### src/rtl/mcl_seq_pkg.sv
// Shared encodings for the microcode sequencer:
// jump source codes, condition field layout, FSM states.
package mcl_seq_pkg;

  typedef enum logic [2:0] {
    SRC_IMM  = 3'd0,
    SRC_DISP = 3'd1,
    SRC_RET  = 3'd2,
    SRC_REP  = 3'd3,
    SRC_IDX  = 3'd4
  } jmp_src_e;

  localparam int COND_SEL_W  = 4;
  localparam int COND_INV_IX = 4;

  typedef struct packed {
    logic                  inv;
    logic [COND_SEL_W-1:0] sel;
  } jmp_cond_t;

  typedef enum logic {
    ST_RUN,
    ST_BUBBLE
  } seq_state_e;

endpackage

### src/rtl/mcl_call_stack.sv
// Return-address stack; entry 0 is the top.
// A full push drops the oldest entry; flags are sticky.
module mcl_call_stack #(
  parameter int DEPTH = 4,
  parameter int W     = 11
) (
  input  logic                         clk,
  input  logic                         rst_n,
  input  logic                         push,
  input  logic                         pop,
  input  logic                         clr,
  input  logic [W-1:0]                 din,
  output logic [W-1:0]                 top,
  output logic [$clog2(DEPTH+1)-1:0]   level,
  output logic                         empty,
  output logic                         ovf,
  output logic                         unf
);

  localparam int LW = $clog2(DEPTH+1);

  logic [W-1:0]  mem [DEPTH];
  logic [LW-1:0] lvl_q;
  logic          full;
  logic          push_only;
  logic          pop_only;

  assign full      = lvl_q == LW'(DEPTH);
  assign empty     = lvl_q == '0;
  assign push_only = push & ~pop;
  assign pop_only  = pop & ~push;
  assign top       = mem[0];
  assign level     = lvl_q;

  always_ff @(posedge clk) begin
    if (push_only) begin
      mem[0] <= din;
      for (int i = 1; i < DEPTH; i++)
        mem[i] <= mem[i-1];
    end else if (pop_only) begin
      for (int i = 0; i < DEPTH-1; i++)
        mem[i] <= mem[i+1];
    end else if (push & pop) begin
      mem[0] <= din;
    end
  end

  always_ff @(posedge clk or negedge rst_n) begin
    if (!rst_n) begin
      lvl_q <= '0;
      ovf   <= 1'b0;
      unf   <= 1'b0;
    end else begin
      if (push_only && !full)
        lvl_q <= lvl_q + LW'(1);
      else if (pop_only && !empty)
        lvl_q <= lvl_q - LW'(1);
      // an error in the clearing cycle must survive
      ovf <= (push_only & full) | (ovf & ~clr);
      unf <= (pop_only & empty) | (unf & ~clr);
    end
  end

endmodule

### src/rtl/mcl_sequencer.sv
// Microcode address sequencer: next-address select,
// one-cycle bubble after taken jumps, return stack.
module mcl_sequencer
  import mcl_seq_pkg::*;
#(
  parameter int                ADDR_W       = 11,
  parameter int                STACK_DEPTH  = 4,
  parameter int                NUM_COND     = 8,
  parameter logic [ADDR_W-1:0] RESET_VECTOR = 'h7D0
) (
  input  logic                               CORE_CLK,
  input  logic                               RESET_n,
  input  logic                               HOLD,
  input  logic                               JMP_EN,
  input  logic [2:0]                         JMP_SRC,
  input  logic                               JMP_CALL,
  input  logic [4:0]                         JMP_COND,
  input  logic [ADDR_W-1:0]                  JMP_IMM,
  input  logic [7:0]                         DISPATCH,
  input  logic [NUM_COND-1:0]                COND,
  input  logic                               CLR_ERR,
  output logic [ADDR_W-1:0]                  ROM_ADDR,
  output logic                               STALL,
  output logic [$clog2(STACK_DEPTH+1)-1:0]   STACK_LEVEL,
  output logic                               STACK_OVF,
  output logic                               STACK_UNF
);

  seq_state_e        state_q, state_d;
  logic [ADDR_W-1:0] addr_q, addr_d;
  logic [ADDR_W-1:0] tgt, seq_addr, top;
  jmp_cond_t         jc;
  jmp_src_e          src;
  logic [15:0]       cvec;
  logic              sel_ok, cond_hit, src_ok;
  logic              take, push, pop, empty;

  assign jc       = jmp_cond_t'(JMP_COND);
  assign src      = jmp_src_e'(JMP_SRC);
  // slot 0 is the always-true condition
  assign cvec     = 16'({COND, 1'b1});
  assign sel_ok   = {1'b0, jc.sel} <= 5'(NUM_COND);
  assign cond_hit = sel_ok & (cvec[jc.sel] ^ jc.inv);
  assign src_ok   = JMP_SRC <= 3'd4;
  assign take     = JMP_EN & src_ok & cond_hit
                  & (state_q == ST_RUN) & ~HOLD;
  assign push     = take & JMP_CALL;
  assign pop      = take & (src == SRC_RET);
  assign seq_addr = addr_q + ADDR_W'(1);

  always_comb begin
    tgt = seq_addr;
    unique case (src)
      SRC_IMM:  tgt = JMP_IMM;
      SRC_DISP: tgt = ADDR_W'(DISPATCH);
      SRC_RET:  tgt = empty ? RESET_VECTOR : top;
      SRC_REP:  tgt = addr_q - ADDR_W'(1);
      SRC_IDX:  tgt = JMP_IMM + ADDR_W'(DISPATCH);
      default:  tgt = seq_addr;
    endcase
  end

  always_ff @(posedge CORE_CLK or negedge RESET_n) begin
    if (!RESET_n) begin
      state_q <= ST_RUN;
      addr_q  <= RESET_VECTOR;
    end else begin
      state_q <= state_d;
      addr_q  <= addr_d;
    end
  end

  always_comb begin
    state_d = state_q;
    addr_d  = addr_q;
    if (!HOLD) begin
      addr_d  = take ? tgt : seq_addr;
      state_d = take ? ST_BUBBLE : ST_RUN;
    end
  end

  always_comb begin
    ROM_ADDR = addr_q;
    STALL    = state_q == ST_BUBBLE;
  end

  mcl_call_stack #(
    .DEPTH (STACK_DEPTH),
    .W     (ADDR_W)
  ) u_stack (
    .clk   (CORE_CLK),
    .rst_n (RESET_n),
    .push  (push),
    .pop   (pop),
    .clr   (CLR_ERR),
    .din   (addr_q),
    .top   (top),
    .level (STACK_LEVEL),
    .empty (empty),
    .ovf   (STACK_OVF),
    .unf   (STACK_UNF)
  );

endmodule

### config.mk
export PLATFORM = sky130hd
export DESIGN_NAME = mcl_sequencer
export DESIGN_NICKNAME = d
export VERILOG_FILES = /design/src/rtl/mcl_seq_pkg.sv /design/src/rtl/mcl_call_stack.sv /design/src/rtl/mcl_sequencer.sv
export SDC_FILE = /design/constraint.sdc
export NUM_CORES = 1
export LEC_CHECK = 0
export CAP_MARGIN = 30
export CORE_MARGIN = 2
export CORE_UTILIZATION = 55
export CTS_CLUSTER_DIAMETER = 150
export DETAILED_ROUTE_END_ITERATION = 16
export GPL_ROUTABILITY_DRIVEN = 0
export PLACE_DENSITY = 0.81
export SETUP_SLACK_MARGIN = 0.05
export SYNTH_ARGS = -nofsm -noshare
export SYNTH_HDL_FRONTEND = slang
export SYNTH_SLANG_ARGS = --single-unit
### constraint.sdc
create_clock -name CORE_CLK -period 3.55 [get_ports CORE_CLK]
set_input_delay 1.065 -clock CORE_CLK [delete_from_list [all_inputs] [get_ports CORE_CLK]]
set_output_delay 1.065 -clock CORE_CLK [all_outputs]
set_load 0.01 [all_outputs]
# [Yosys cells after proc, flatten, opt, wreduce, memory -nomap -nowiden]
# Memories as Yosys holds them, arrays and structs flattened.
# Index checks and enable logic that the tools add are counted.
[word_totals] regBits=17 ram_bits=44 input_bits=41 output_inout_bits=17 word_cells=73 n_memories=1
[memory_table] memory="u_stack.mem" words=4 word_bits=11 rd=4 rd_clocked_by_memory_dff=0 write_ports=4 line_no="mcl_call_stack.sv:22" text="logic [W-1:0] mem [DEPTH];"
[classes] add_sub_neg=5 n_lt_le_gt_ge=3 eq_ne=5 mux=21 bitwise_logic=26 n_reduce_logical=7
[ops] op="11-bit 2-to-1 mux" count=6
[ops] op="11-bit one-hot mux with 5 select lines" count=1
[ops] op="1-bit bitwise AND" count=14
[ops] op="11-bit by 1-bit adder with 11-bit output, second input constant" count=1
[ops] op="11-bit by 8-bit adder with 11-bit output" count=1
[ops] op="1-bit 2-to-1 mux" count=11
[ops] op="11-bit by 1-bit subtractor with 11-bit output, second input constant" count=1
[ops] op="3-bit by 2-bit equality test with 1-bit output, second input constant" count=2
[ops] op="3-bit equality test, second input constant" count=2
[ops] op="3-bit zero test" count=2
[ops] op="3-bit 2-to-1 mux" count=2
[ops] op="1-bit OR" count=6
[ops] op="4-bit by 5-bit < comparator with 1-bit output, second input constant" count=1
[ops] op="1-bit inverter" count=5
[ops] op="1-bit binary-select mux with 4-bit select" count=1
[ops] op="4-bit less-or-equal comparator, second input constant" count=1
[ops] op="3-bit by 1-bit adder with 3-bit output, second input constant" count=1
[ops] op="3-bit by 1-bit equality test with 1-bit output, second input constant" count=1
[ops] op="3-bit less-or-equal comparator, second input constant" count=1
[ops] op="3-bit by 1-bit subtractor with 3-bit output, second input constant" count=1
[ops] op="1-bit logical AND" count=2
[ops] op="1-bit zero test" count=2
[ops] op="2-bit nonzero test" count=1
[ops] op="1-bit XOR" count=1

# [Logic depth before layout (Yosys ltp)]
# Gate-level depths: netlist of run 1.
[depth] depth_word=15 depth_mapped=14 mapped_depth_nobuf=11

# [By module]
# Synthesis of run 1 repeated with hierarchy kept, for this count alone.
[unflattened] cells_unflattened=358 hier_area_um2=3882.5
[modules_own_cells] mod="mcl_call_stack" n_inst=1 cells_each=119 area_each_um2=2084.5 seq_area_each_um2=1446.4
[modules_own_cells] mod="mcl_sequencer" n_inst=1 cells_each=239 area_each_um2=1798.0 seq_area_each_um2=307.8

# [Worst setup path before layout of run 1]
# No wires, ideal clock.
[synth_path] path_type="input -> register" start="input port JMP_COND[0]" end="register u_stack.lvl_q[1], in the netlist u_stack.level[1]" setup_time_ns=0.121 arrival_time_ns=3.820 t_required_ns=3.429 setup_slack_ns=-0.391 stages=12 n_path_buf=2 cell_sequence="mux2i_1 > a2111o_1 > a311o_1 > nand2_4 > buf_4 > nand2_1 > inv_1 > ha_1 > clkbuf_1 > nand2_1 > fa_1 > o22a_1"
[synth_via] elab_chain_cells=12 word_cells_on_any_way=18 classes_between="1 x order compare; 3 x mux; 11 x bitwise; 3 x reduce/logical"
[synth_lines] item="from (decl)" line_no="mcl_sequencer.sv:17" text="input logic [4:0] JMP_COND,"
[synth_lines] item="1-bit binary-select mux with 4-bit select" line_no="mcl_sequencer.sv:43" text="assign cond_hit = sel_ok & (cvec[jc.sel] ^ jc.inv);"
[synth_lines] item="1-bit 2-to-1 mux (implied by the code)" line_no="mcl_sequencer.sv:43"
[synth_lines] item="1-bit XOR" line_no="mcl_sequencer.sv:43"
[synth_lines] item="1-bit bitwise AND (*)" line_no="mcl_sequencer.sv:43"
[synth_lines] item="1-bit bitwise AND (*)" line_no="mcl_sequencer.sv:45" text="assign take = JMP_EN & src_ok & cond_hit"
[synth_lines] item="1-bit bitwise AND (*) (2 in series)" line_no="mcl_sequencer.sv:46" text="& (state_q == ST_RUN) & ~HOLD;"
[synth_lines] item="1-bit bitwise AND" line_no="mcl_sequencer.sv:48" text="assign pop = take & (src == SRC_RET);"
[synth_lines] item="1-bit inverter" line_no="mcl_call_stack.sv:30" text="assign push_only = push & ~pop;"
[synth_lines] item="1-bit bitwise AND (*)" line_no="mcl_call_stack.sv:30"
[synth_lines] item="named net u_stack.push_only" line_no="mcl_call_stack.sv:25" text="logic push_only;"
[synth_lines] item="1-bit logical AND (*)" line_no="mcl_call_stack.sv:54" text="if (push_only && !full)"
[synth_lines] item="3-bit 2-to-1 mux or 2-bit nonzero test (tied branches)"
[synth_lines] item="to (signal assigned)" line_no="mcl_call_stack.sv:55" text="lvl_q <= lvl_q + LW'(1);"
[synth_lines] item="to (signal assigned)" line_no="mcl_call_stack.sv:57" text="lvl_q <= lvl_q - LW'(1);"
[synth_lines] item="to (decl)" line_no="mcl_call_stack.sv:23" text="logic [LW-1:0] lvl_q;"
# The timed path passes the listed nets; every way through them passes the cells marked *. The select of a mux whose other input is x is not followed.
# A chain may end at the register's enable or synchronous reset.

==> out/qor.json, run 1 <==
{
  "result_of_the_run": "completed",
  "power_leakage_nw": 1.836,
  "dp_hpwl_um": 7089,
  "largest_net_degree_at_the_start_of_global_routing": 28,
  "synth_edf_count": 44,
  "post_synth_and_or_nand_nor_area_fraction_pct": 13.86,
  "finalNetCount": 491,
  "antenna_cells_inserted": 0,
  "clk_root_buffer_cell": "clkbuf_8",
  "die_h_um": 87.83,
  "core-area_um2": 6794,
  "post_synth_instance_area_um2": 3865,
  "start_of_the_worst_register_to_register_path": "STALL",
  "ys_ff_latch": 61,
  "startpoint_type": "input port",
  "syn_nets": 418,
  "synth.area.mux_share_pct": 12.11,
  "crit_path_cell_trace": "clkdlybuf4s50_1 -> mux2i_1 -> a2111o_1 -> a311o_1 -> nand2_4 -> nand3_2 -> inv_2 -> ha_4 -> bufbuf_16 -> mux2_2",
  "path_delay_family": "buffers and inverters",
  "final_util_pct": 73.59,
  "crit_path_slowest_cell": "clkdlybuf4s50_1",
  "critPathRequiredTime_ps": 3650,
  "clock.fmax_mhz": 294.7,
  "ranking_of_synthesized_cells_by_area": "edfxtp_1, mux2_2, dfrtp_1",
  "post_synth_num_cell_types": 57,
  "setup_violations": 0,
  "hold_path.class": "reg -> reg",
  "grt_first_pass_wirelength_um": 16110,
  "grt_setup_unrepaired": "false",
  "cp.arrival_ps": 3500,
  "setup.worst_path.start": "COND[4]",
  "detail_route.wirelength_um": 10270,
  "critical_path.reg2reg.endpoint": "u_stack.mem[1][9]",
  "final_cycle_utilization_of_the_critical_path_pct": 95.59,
  "cp_num_buf_inv": 3,
  "reg2reg_slack_ps": 970,
  "cp_max_fo": 18,
  "most_common_cell_after_layout_fill_and_taps_aside": "clkdlybuf4s50_1",
  "synth_largest_area_cell": "edfxtp_1",
  "final_hold_viol_count": 0,
  "floorplan.die.width_um": 87.83,
  "cts_hold_repair.buffers": 0,
  "cts-buffers-inserted": 9,
  "floorplan.initialDensity_pct": 56.89,
  "yosys.area_share.xor_xnor_pct": 3.852,
  "groute.usage.overall_pct": 27.62,
  "report.final.slew_viol_count": 0,
  "wl_per_cell_um": 19.20,
  "p_total_w": 0.002375,
  "via_count_of_the_first_global_routing_pass": 3189,
  "async_flop_share_pct": 27.87,
  "drt_first_pass_iters": 4,
  "syn-instance-count": 361,
  "cts-root-to-sink-buffers": 2,
  "synth_top_family_by_area": "compound AO/OA/AOI/OAI gates",
  "totalNegativeSetupSlack_ps": 0,
  "drive_above_1_share_pct": 22.10,
  "synthAdderAreaFrac_pct": 5.568,
  "post_synth.cell_area_avg_um2": 10.71,
  "core.rowCount": 30,
  "maxCapViolCount": 0,
  "clock-skew-final_ps": 6.473,
  "overflow": 0,
  "ys_warn_count": 0,
  "synthFlopType": "edfxtp_1",
  "path_clk_slew_ps": 80,
  "ant_nets": 0,
  "detail_route.iter0.violations": 235,
  "worst_skew_pair.late_latency_ps": 350,
  "layout_min_cycle_time_ps": 3393,
  "most-common-layout-cells": "clkdlybuf4s50_1, edfxtp_1, mux2_2",
  "route.vias.total": 3283,
  "placement.io_buffers": 57,
  "hold_end": "u_stack.mem[1][17]",
  "startpoint_of_the_most_critical_hold_path": "u_stack.mem[1][6]",
  "endpoint_kind": "register",
  "ir_drop_mv": 0.3023,
  "grt_antenna_before_repair": 0,
  "reg2reg_depth": 9,
  "power_per_cell_area_nw_per_um2": 475.0,
  "top_level_ports": 58,
  "synth_seq_area_share_pct": 45.39,
  "post-place-cells": 515,
  "tritoncts_num_sinks": 61,
  "max_incr_delay_on_cp_ps": 460,
  "worst_setup_path_category": "in -> reg",
  "instances_no_fill": 535,
  "cts_tree": "yes",
  "tightest_slew_ps": 814.9,
  "timing.max_slew.rel_slack_pct": 45.51,
  "layout-area-overhead-vs-synth_pct": 29.36,
  "cts-htree-levels": 3,
  "drt-vias-per-instance": 6.136,
  "die_area_um2": 7714,
  "post-route-drc-count": 0,
  "min_delay_path_depth": 0,
  "synth_top_area_share_pct": 34.19,
  "synth_compound_gate_area_share_pct": 15.34
}
cells in the mapped netlist, drive strengths merged (3+ instances only):
cell type and instances:
nand3 11, nor4 4, buf 3, nor2b 6, mux2i 7, nand2b 5, o21ai 19, o211ai 4
dfstp 6, xnor2 9, nor3 10, nand2 30, ha 14, inv 13, dfrtp 11, mux2 33
xor2 8, o22ai 3, nor2 19, nor3b 5, clkbuf 20, a31oi 5, a21oi 15, edfxtp 44
a21o 6, o221ai 7, a22oi 6
per-layer routing:
metal	global-route usage (%)	up-vias	routed length, um
li1	-	1505	-
met4	10.35	0	305
met1	36.13	1592	4298
met3	5.467	29	672
met5	0	-	0
met2	45.59	157	4995
kinds of logic after synthesis:
kind of cell    Yosys count
flops                    61
fa+ha+maj                16
mux                      41
xor+xnor                 17
compound gates           86
buf+inv                  36
simple gates            104
worst max-delay path by stage:
stage                              end  slack (ps)  cells past startpoint
detailed placement  u_stack.mem[0][15]        -370                     11
CTS                  u_stack.mem[1][9]          60                     10
global placement      u_stack.level[1]        -270                     12
finish               u_stack.mem[1][9]         160                     10
global route        u_stack.mem[0][16]          70                     10
floorplan             u_stack.level[1]          60                     11
layout make-up:
class                      instances  area [um2]
clock inverter                     7       105.1
timing repair buffer              85       844.6
clock buffer                       9       123.9
tap                               96       120.1
inverter                          13       48.80
sequential                        61        1754
multi-input combinational        264        2003
fill                             487        1794
through the flow:
| step | hold WS, ps | cell area (um2) | setup slack (ps) |
|---|---|---|---|
| 3_3_place_gp | 436.6 | 4697 | -265.1 |
| 4_1_cts | 455.6 | 4990 | 58.15 |
| 6_report | 462.4 | 5000 | 156.5 |
| 5_1_grt | 456.0 | 5000 | 71.78 |
| 3_5_place_dp | 439.7 | 4697 | -372.6 |
| 2_1_floorplan | 420.4 | 3925 | 64.44 |
registers in the layout, summed over array words and instances, names as in the netlist:
| name | cells |
|---|---|
| u_stack.level | 3 |
| u_stack.ovf | 1 |
| STALL | 1 |
| u_stack.mem | 44 |
| ROM_ADDR | 11 |
| u_stack.unf | 1 |
report_power, final:
group          total [W]  internal [W]  leakage [nW]  switching (W)
logic           0.000642      0.000347          1.12       0.000295
clock network   0.000725      0.000407         0.113       0.000318
registers        0.00101      0.000855         0.599       0.000153
what timing repair did:
action,CTS,global route
setup buffers,2,1
endpoints found under the setup margin,31,13
gates resized for setup,5,1
pin swaps,1,1
gates cloned,1,0
No activity file was read; power rests on OpenSTA's default activity.
==> run 2: changes to the inputs <==
- CORE_UTILIZATION: 55 -> 49
- PLACE_DENSITY: 0.81 -> 0.76
- clock period: 3.55 -> 2.96 ns (I/O delays scaled with it)
==> run 2 against run 1 <==
Clock skew up 0.82 ps. Count of clock-buffer cells in the layout unchanged. Cell count up 5.2%. Register-to-register slack worse by 430 ps. Hold slack about the same. Critical path depth up 1. Flip-flop and latch count unchanged. First-iteration DRC count up 4.7%. Core utilization down 6.3 points. Wire length up 1.8%. Combinational power up 31%.
==> out/qor.json, run 2 (same netlist as run 1, synthesis figures left out) <==
{
  "hold_path.class": "reg -> reg",
  "power_per_cell_area": {"value": 542.5, "unit": "nW/um2", "change": "+14%"},
  "wl_per_cell": {"value": 18.58, "unit": "um", "change": "-3.3%"},
  "layout_min_cycle_time_ps": 2874,
  "final_util": {"value": 67.32, "unit": "%", "change": "-6.3 points"},
  "antenna_cells_inserted": {"value": 0, "change": "unchanged"},
  "core-area": {"value": 7687, "unit": "um2", "change": "+13%"},
  "largest_register_ff_count": {"value": 44, "change": "unchanged"},
  "clk_root_buffer_cell": "clkbuf_8",
  "floorplan.die.width": {"value": 92.81, "unit": "um", "change": "+5.7%"},
  "cts_tree": "yes",
  "drt-vias-per-instance": {"value": 5.952, "change": "-3.0%"},
  "cts-root-to-sink-buffers": {"value": 2, "change": "unchanged"},
  "max_incr_delay_on_cp": {"value": 420, "unit": "ps", "change": "-40 ps"},
  "final.fill_count": {"value": 594, "change": "+22%"},
  "most_common_cell_after_layout_fill_and_taps_aside": "buf_4",
  "layout-area-overhead-vs-synth_pct": 33.89,
  "start_of_the_worst_register_to_register_path": "ROM_ADDR[3]",
  "ant_nets": {"value": 0, "change": "unchanged"},
  "post-route-drc-count": {"value": 0, "change": "unchanged"},
  "crit_path_slowest_cell": "fa_1",
  "finalNetCount": {"value": 513, "change": "+4.5%"},
  "placement.io_buffers": {"value": 57, "change": "unchanged"},
  "groute.usage.overall": {"value": 25.51, "unit": "%", "change": "-2.1 points"},
  "largest_net_degree_at_the_start_of_global_routing": {"value": 28, "change": "unchanged"},
  "setup_violations": {"value": 0, "change": "unchanged"},
  "report.final.slew_viol_count": {"value": 0, "change": "unchanged"},
  "timing.max_slew.rel_slack": {"value": 44.45, "unit": "%", "change": "-1.1 points"},
  "ir_drop": {"value": 0.3173, "unit": "mV", "change": "+5.0%"},
  "grt_antenna_before_repair": {"value": 0, "change": "unchanged"},
  "dp_hpwl": {"value": 7529, "unit": "um", "change": "+6.2%"},
  "clock-skew-final": {"value": 7.296, "unit": "ps", "change": "+0.8229 ps"},
  "startpoint_type": "input port",
  "whs": {"value": 461.9, "unit": "ps", "change": "-0.4410 ps"},
  "drive_above_1_share": {"value": 27.98, "unit": "%", "change": "+5.9 points"},
  "overflow": {"value": 0, "change": "unchanged"},
  "cts-htree-levels": {"value": 3, "change": "unchanged"},
  "clock.fmax_mhz": 348.0,
  "postLayoutCellArea": {"value": 5175, "unit": "um2", "change": "+3.5%"},
  "floorplan.initialDensity": {"value": 50.28, "unit": "%", "change": "-6.6 points"},
  "maxCapViolCount": {"value": 0, "change": "unchanged"},
  "endpoint_kind": "register",
  "grt_setup_unrepaired": "true",
  "setup.worst_path.start": "JMP_COND[0]",
  "core.rowCount": {"value": 32, "change": "+6.7%"},
  "reg2reg_depth": {"value": 6, "change": "-3"},
  "worst_setup_path_category": "in -> reg",
  "final_hold_viol_count": {"value": 0, "change": "unchanged"},
  "route.vias.total": {"value": 3351, "change": "+2.1%"},
  "reg2reg_slack": {"value": 540, "unit": "ps", "change": "-430 ps"},
  "crit_path_cell_trace": "buf_6 -> nor3b_1 -> a2111o_1 -> a311o_1 -> nand2_4 -> nand3_4 -> buf_6 -> ha_4 -> nand2_2 -> fa_1 -> o22a_1",
  "tightest_slew": {"value": 830.7, "unit": "ps", "change": "+15.86 ps"},
  "cp_common_cell": "buf_6",
  "most-common-layout-cells": "buf_4, edfxtp_1, clkdlybuf4s50_1",
  "result_of_the_run": "completed",
  "grt_first_pass_wirelength": {"value": 16970, "unit": "um", "change": "+5.4%"},
  "startpoint_of_the_most_critical_hold_path": "u_stack.mem[1][5]",
  "tritoncts_num_sinks": {"value": 61, "change": "unchanged"},
  "top_level_ports": {"value": 58, "change": "unchanged"},
  "timing.critical_path.to": "u_stack.level[1]",
  "path_clk_slew": {"value": 80, "unit": "ps", "change": "about the same"},
  "cp.arrival": {"value": 3110, "unit": "ps", "change": "-390 ps"},
  "cp_max_fo": {"value": 5, "change": "-13"},
  "drt_first_pass_iters": {"value": 5, "change": "+1"},
  "final_cycle_utilization_of_the_critical_path_pct": 97.08,
  "detail_route.wirelength": {"value": 10460, "unit": "um", "change": "+1.8%"},
  "cts-buffers-inserted": {"value": 9, "change": "unchanged"},
  "critical_path.reg2reg.endpoint": "ROM_ADDR[7]",
  "critPathRequiredTime": {"value": 3200, "unit": "ps", "change": "-450 ps"},
  "detail_route.iter0.violations": {"value": 246, "change": "+4.7%"},
  "worst_skew_pair.late_latency": {"value": 350, "unit": "ps", "change": "about the same"},
  "die_area": {"value": 8614, "unit": "um2", "change": "+12%"},
  "placed_area": {"value": 4873, "unit": "um2", "change": "+3.8%"},
  "power_leakage": {"value": 1.944, "unit": "nW", "change": "+5.9%"},
  "via_count_of_the_first_global_routing_pass": {"value": 3349, "change": "+5.0%"},
  "largest-register": "u_stack.mem",
  "die_h": {"value": 92.81, "unit": "um", "change": "+5.7%"}
}
run 2: final cells by class:
class | count | area [um2] | share of cell area [%]
clock buffer | 9 | 123.9 | 2.394
clock inverter | 7 | 81.33 | 1.572
inverter | 13 | 48.80 | 0.9429
multi-input combinational | 264 | 2043 | 39.48
sequential | 61 | 1754 | 33.90
tap | 102 | 127.6 | 2.466
timing repair buffer | 107 | 996.0 | 19.25
run 2: how the worst min path moves through the flow:
stage                              end  slack [ps]  cells after the start
global route        u_stack.mem[1][16]         470                      0
floorplan           u_stack.mem[1][11]         420                      0
global placement    u_stack.mem[1][14]         430                      0
CTS                 u_stack.mem[1][16]         460                      0
finish              u_stack.mem[1][16]         460                      0
detailed placement  u_stack.mem[1][19]         430                      0
run 2: metal layers:
metal	vias up	routed length [um]	global-route usage [%]
met2	157	4894	39.67
met4	0	350	11.52
met3	27	756	5.940
met5	-	0	0
met1	1619	4456	33.93
li1	1548	-	-
run 2: critical path, delay by kind of cell:
family                   cells  cell delay, ps
adder cells (fa/ha/maj)      2             580
buffers and inverters        2             250
AND/OR/NAND/NOR              4             400
AO/OA/AOI/OAI                3             980
run 2: stage by stage:
stage	instances	setup WS [ps]	total power, W	TNS [ps]
after global routing	563	12.50	0.002952	0
final	563	86.36	0.002807	0
after global placement	542	-628.3	0.002012	-44380
after detailed placement	542	-724.3	0.002030	-50540
after floorplan	361	-297.6	0.001630	-12410
after CTS	561	50.78	0.002807	0
run 2: power by group:
part           switching (W)  total (W)  internal, W
Sequential          0.000167    0.00119      0.00103
Clock               0.000370   0.000770     0.000400
Combinational       0.000397   0.000844     0.000447
run 2: what timing repair did:
action                     CTS  global route
hold buffers                 0             0
pin swaps                   11             9
gates cloned                 1             0
resized for setup           34            13
setup buffers                2             2
setup endpoints to repair   82            37
==> run 3: changes to the inputs <==
- CAP_MARGIN: 30 -> not set
- CORE_MARGIN: 2 -> not set
- HOLD_SLACK_MARGIN: not set -> 0.03
==> run 3 against run 2 <==
Core utilization down 0.34 points. Flip-flop and latch count is the same. First-iteration DRC count increased by 6.9%. Register-to-register slack worse by 40 ps. Wire length rose by 0.92%. Fmax decreased by 0.58%. Sequential power about the same.
==> out/qor.json, run 3 (same netlist as run 1, synthesis figures left out) <==
{
  "result_of_the_run": "completed",
  "core.rowCount": {"value": 32, "change": "unchanged"},
  "cp_max_fo": {"value": 5, "change": "unchanged"},
  "reg2reg_slack": {"value": 500, "unit": "ps", "change": "-40 ps"},
  "tritoncts_num_sinks": {"value": 61, "change": "unchanged"},
  "cp.arrival": {"value": 3130, "unit": "ps", "change": "+20 ps"},
  "drt-vias-per-instance": {"value": 5.893, "change": "-1.0%"},
  "final_hold_viol_count": {"value": 0, "change": "unchanged"},
  "start_of_the_worst_register_to_register_path": "STALL",
  "dp_hpwl": {"value": 7508, "unit": "um", "change": "-0.28%"},
  "final_cycle_utilization_of_the_critical_path": {"value": 97.65, "unit": "%", "change": "+0.57 points"},
  "grt_first_pass_wirelength": {"value": 16830, "unit": "um", "change": "-0.85%"},
  "die_area": {"value": 8246, "unit": "um2", "change": "-4.3%"},
  "floorplan.initialDensity": {"value": 50.28, "unit": "%", "change": "unchanged"},
  "via_count_of_the_first_global_routing_pass": {"value": 3262, "change": "-2.6%"},
  "finalNetCount": {"value": 509, "change": "-0.78%"},
  "largest_register_ff_count": {"value": 44, "change": "unchanged"},
  "crit_path_slowest_cell": "a2111o_1",
  "most_common_cell_after_layout_fill_and_taps_aside": "edfxtp_1",
  "detail_route.wirelength": {"value": 10550, "unit": "um", "change": "+0.92%"},
  "grt_antenna_before_repair": {"value": 0, "change": "unchanged"},
  "wl_per_cell": {"value": 18.88, "unit": "um", "change": "+1.6%"},
  "post-route-worst-setup-slack": {"value": 69.48, "unit": "ps", "change": "-16.87 ps"},
  "cts-buffers-inserted": {"value": 9, "change": "unchanged"},
  "drt_first_pass_iters": {"value": 6, "change": "+1"},
  "critPathRequiredTime": {"value": 3200, "unit": "ps", "change": "about the same"},
  "die_h": {"value": 90.81, "unit": "um", "change": "-2.2%"},
  "cp_num_buf_inv": {"value": 2, "change": "unchanged"},
  "setup.worst_path.start": "JMP_COND[3]",
  "startpoint_of_the_most_critical_hold_path": "u_stack.mem[1][0]",
  "most-common-layout-cells": "edfxtp_1, clkdlybuf4s50_1, buf_4",
  "startpoint_type": "input port",
  "setup_violations": {"value": 0, "change": "unchanged"},
  "max_incr_delay_on_cp": {"value": 440, "unit": "ps", "change": "+20 ps"},
  "worst_skew_pair.late_latency": {"value": 350, "unit": "ps", "change": "about the same"},
  "overflow": {"value": 0, "change": "unchanged"},
  "crit_path_cell_trace": "clkdlybuf4s15_1 -> a2111o_1 -> a311o_1 -> nand2_4 -> nand3_4 -> buf_6 -> ha_4 -> nand2_4 -> fa_2 -> o22a_1",
  "p_total": {"value": 0.002791, "unit": "W", "change": "-0.59%"},
  "postLayoutCellArea": {"value": 5149, "unit": "um2", "change": "-0.51%"},
  "layout_min_cycle_time": {"value": 2891, "unit": "ps", "change": "+16.87 ps"},
  "clk_root_buffer_cell": "clkbuf_8",
  "hold_path.class": "reg -> reg",
  "core-area": {"value": 7687, "unit": "um2", "change": "unchanged"},
  "groute.usage.overall": {"value": 26.80, "unit": "%", "change": "+1.3 points"},
  "detail_route.iter0.violations": {"value": 263, "change": "+6.9%"},
  "top_level_ports": {"value": 58, "change": "unchanged"},
  "cts-root-to-sink-buffers": {"value": 2, "change": "unchanged"},
  "clock-skew-final": {"value": 5.698, "unit": "ps", "change": "-1.598 ps"},
  "placed_area": {"value": 4858, "unit": "um2", "change": "-0.31%"},
  "floorplan.die.width": {"value": 90.81, "unit": "um", "change": "-2.2%"},
  "placement.io_buffers": {"value": 57, "change": "unchanged"},
  "cts_tree": "yes",
  "route.vias.total": {"value": 3294, "change": "-1.7%"},
  "timing.max_slew.rel_slack": {"value": 45.80, "unit": "%", "change": "+1.4 points"},
  "endpoint_kind": "register",
  "maxCapViolCount": {"value": 0, "change": "unchanged"},
  "tightest_slew": {"value": 810.4, "unit": "ps", "change": "-20.32 ps"},
  "power_leakage": {"value": 1.931, "unit": "nW", "change": "-0.64%"},
  "cts-htree-levels": {"value": 3, "change": "unchanged"},
  "path_clk_slew": {"value": 80, "unit": "ps", "change": "about the same"},
  "cp_common_cell": "nand2_4",
  "layout-area-overhead-vs-synth_pct": 33.21,
  "antenna_cells_inserted": {"value": 0, "change": "unchanged"},
  "largest_net_degree_at_the_start_of_global_routing": {"value": 28, "change": "unchanged"},
  "worst_setup_path_category": "in -> reg",
  "power_per_cell_area": {"value": 542.0, "unit": "nW/um2", "change": "about the same"},
  "post-route-drc-count": {"value": 0, "change": "unchanged"},
  "ir_drop": {"value": 0.3030, "unit": "mV", "change": "-4.5%"},
  "ant_nets": {"value": 0, "change": "unchanged"},
  "largest-register": "u_stack.mem",
  "drive_above_1_share": {"value": 28.88, "unit": "%", "change": "+0.90 points"},
  "path_delay_family": "compound AO/OA/AOI/OAI gates",
  "clock.fmax": {"value": 346.0, "unit": "MHz", "change": "-0.58%"},
  "post-place-ws": {"value": -730.3, "unit": "ps", "change": "-5.973 ps"},
  "final.fill_count": {"value": 615, "change": "+3.5%"},
  "grt_setup_unrepaired": "true",
  "report.final.slew_viol_count": {"value": 0, "change": "unchanged"}
}
[run 3: cell types whose count changed in the layout (fill, tap and decap cells not counted), moves of 2 or more]
cell             change
inv_6                -2
buf_4                -4
clkdlybuf4s15_1      -5
clkbuf_2             +4
[run 3: path summary, 6_finish.rpt]
kind                                       to  depth (start not counted)
max in group asynchronous    u_stack.level[0]                          1
min                        u_stack.mem[1][11]                          0
min reg2reg                u_stack.mem[1][11]                          0
max                          u_stack.level[1]                         10
min in group asynchronous         ROM_ADDR[0]                          1
max reg2reg                  u_stack.level[1]                         10
[run 3: report_power, final]
group,switching (W),leakage (nW),internal (W)
registers,0.000167,0.599,0.00103
logic,0.000394,1.24,0.000447
clock network,0.000361,0.0971,0.000396
total,0.000921,1.93,0.00187
[run 3: layout make-up]
cell class / count / area (um2) / share of cell area [%]
inverter: 13 / 48.80 / 0.9478
tap: 102 / 127.6 / 2.479
clock inverter: 6 / 72.57 / 1.409
multi-input combinational: 264 / 2069 / 40.19
clock buffer: 10 / 127.6 / 2.479
sequential: 61 / 1754 / 34.07
timing repair buffer: 103 / 948.4 / 18.42
[run 3: per-stage QoR]
stage | cells | util [%] | setup TNS (ps) | hold WS, ps
2_1_floorplan | 361 | - | -12410 | 420.4
3_3_place_gp | 540 | 63.20 | -44070 | 431.9
3_5_place_dp | 540 | 63.20 | -50100 | 432.6
4_1_cts | 559 | 66.62 | 0 | 460.7
5_1_grt | 559 | 66.98 | -13.32 | 482.6
6_report | 559 | 66.98 | 0 | 459.4
[run 3: per-layer routing]
layer	share of wire (%)	wire length (um)	up-vias	GRT usage [%]
li1	-	-	1550	-
met2	48	5026	132	43.12
met3	5.7	604	27	5.135
met5	0	0	-	0
met4	3.1	329	0	12.17
met1	44	4593	1585	35.04
[run 3: what timing repair did]
item	CTS	global route
buffers inserted	2	0
gates resized for setup	36	21
gates cloned	1	0
pin swaps	9	12
hold buffers	0	0
endpoints found under the setup margin	83	35
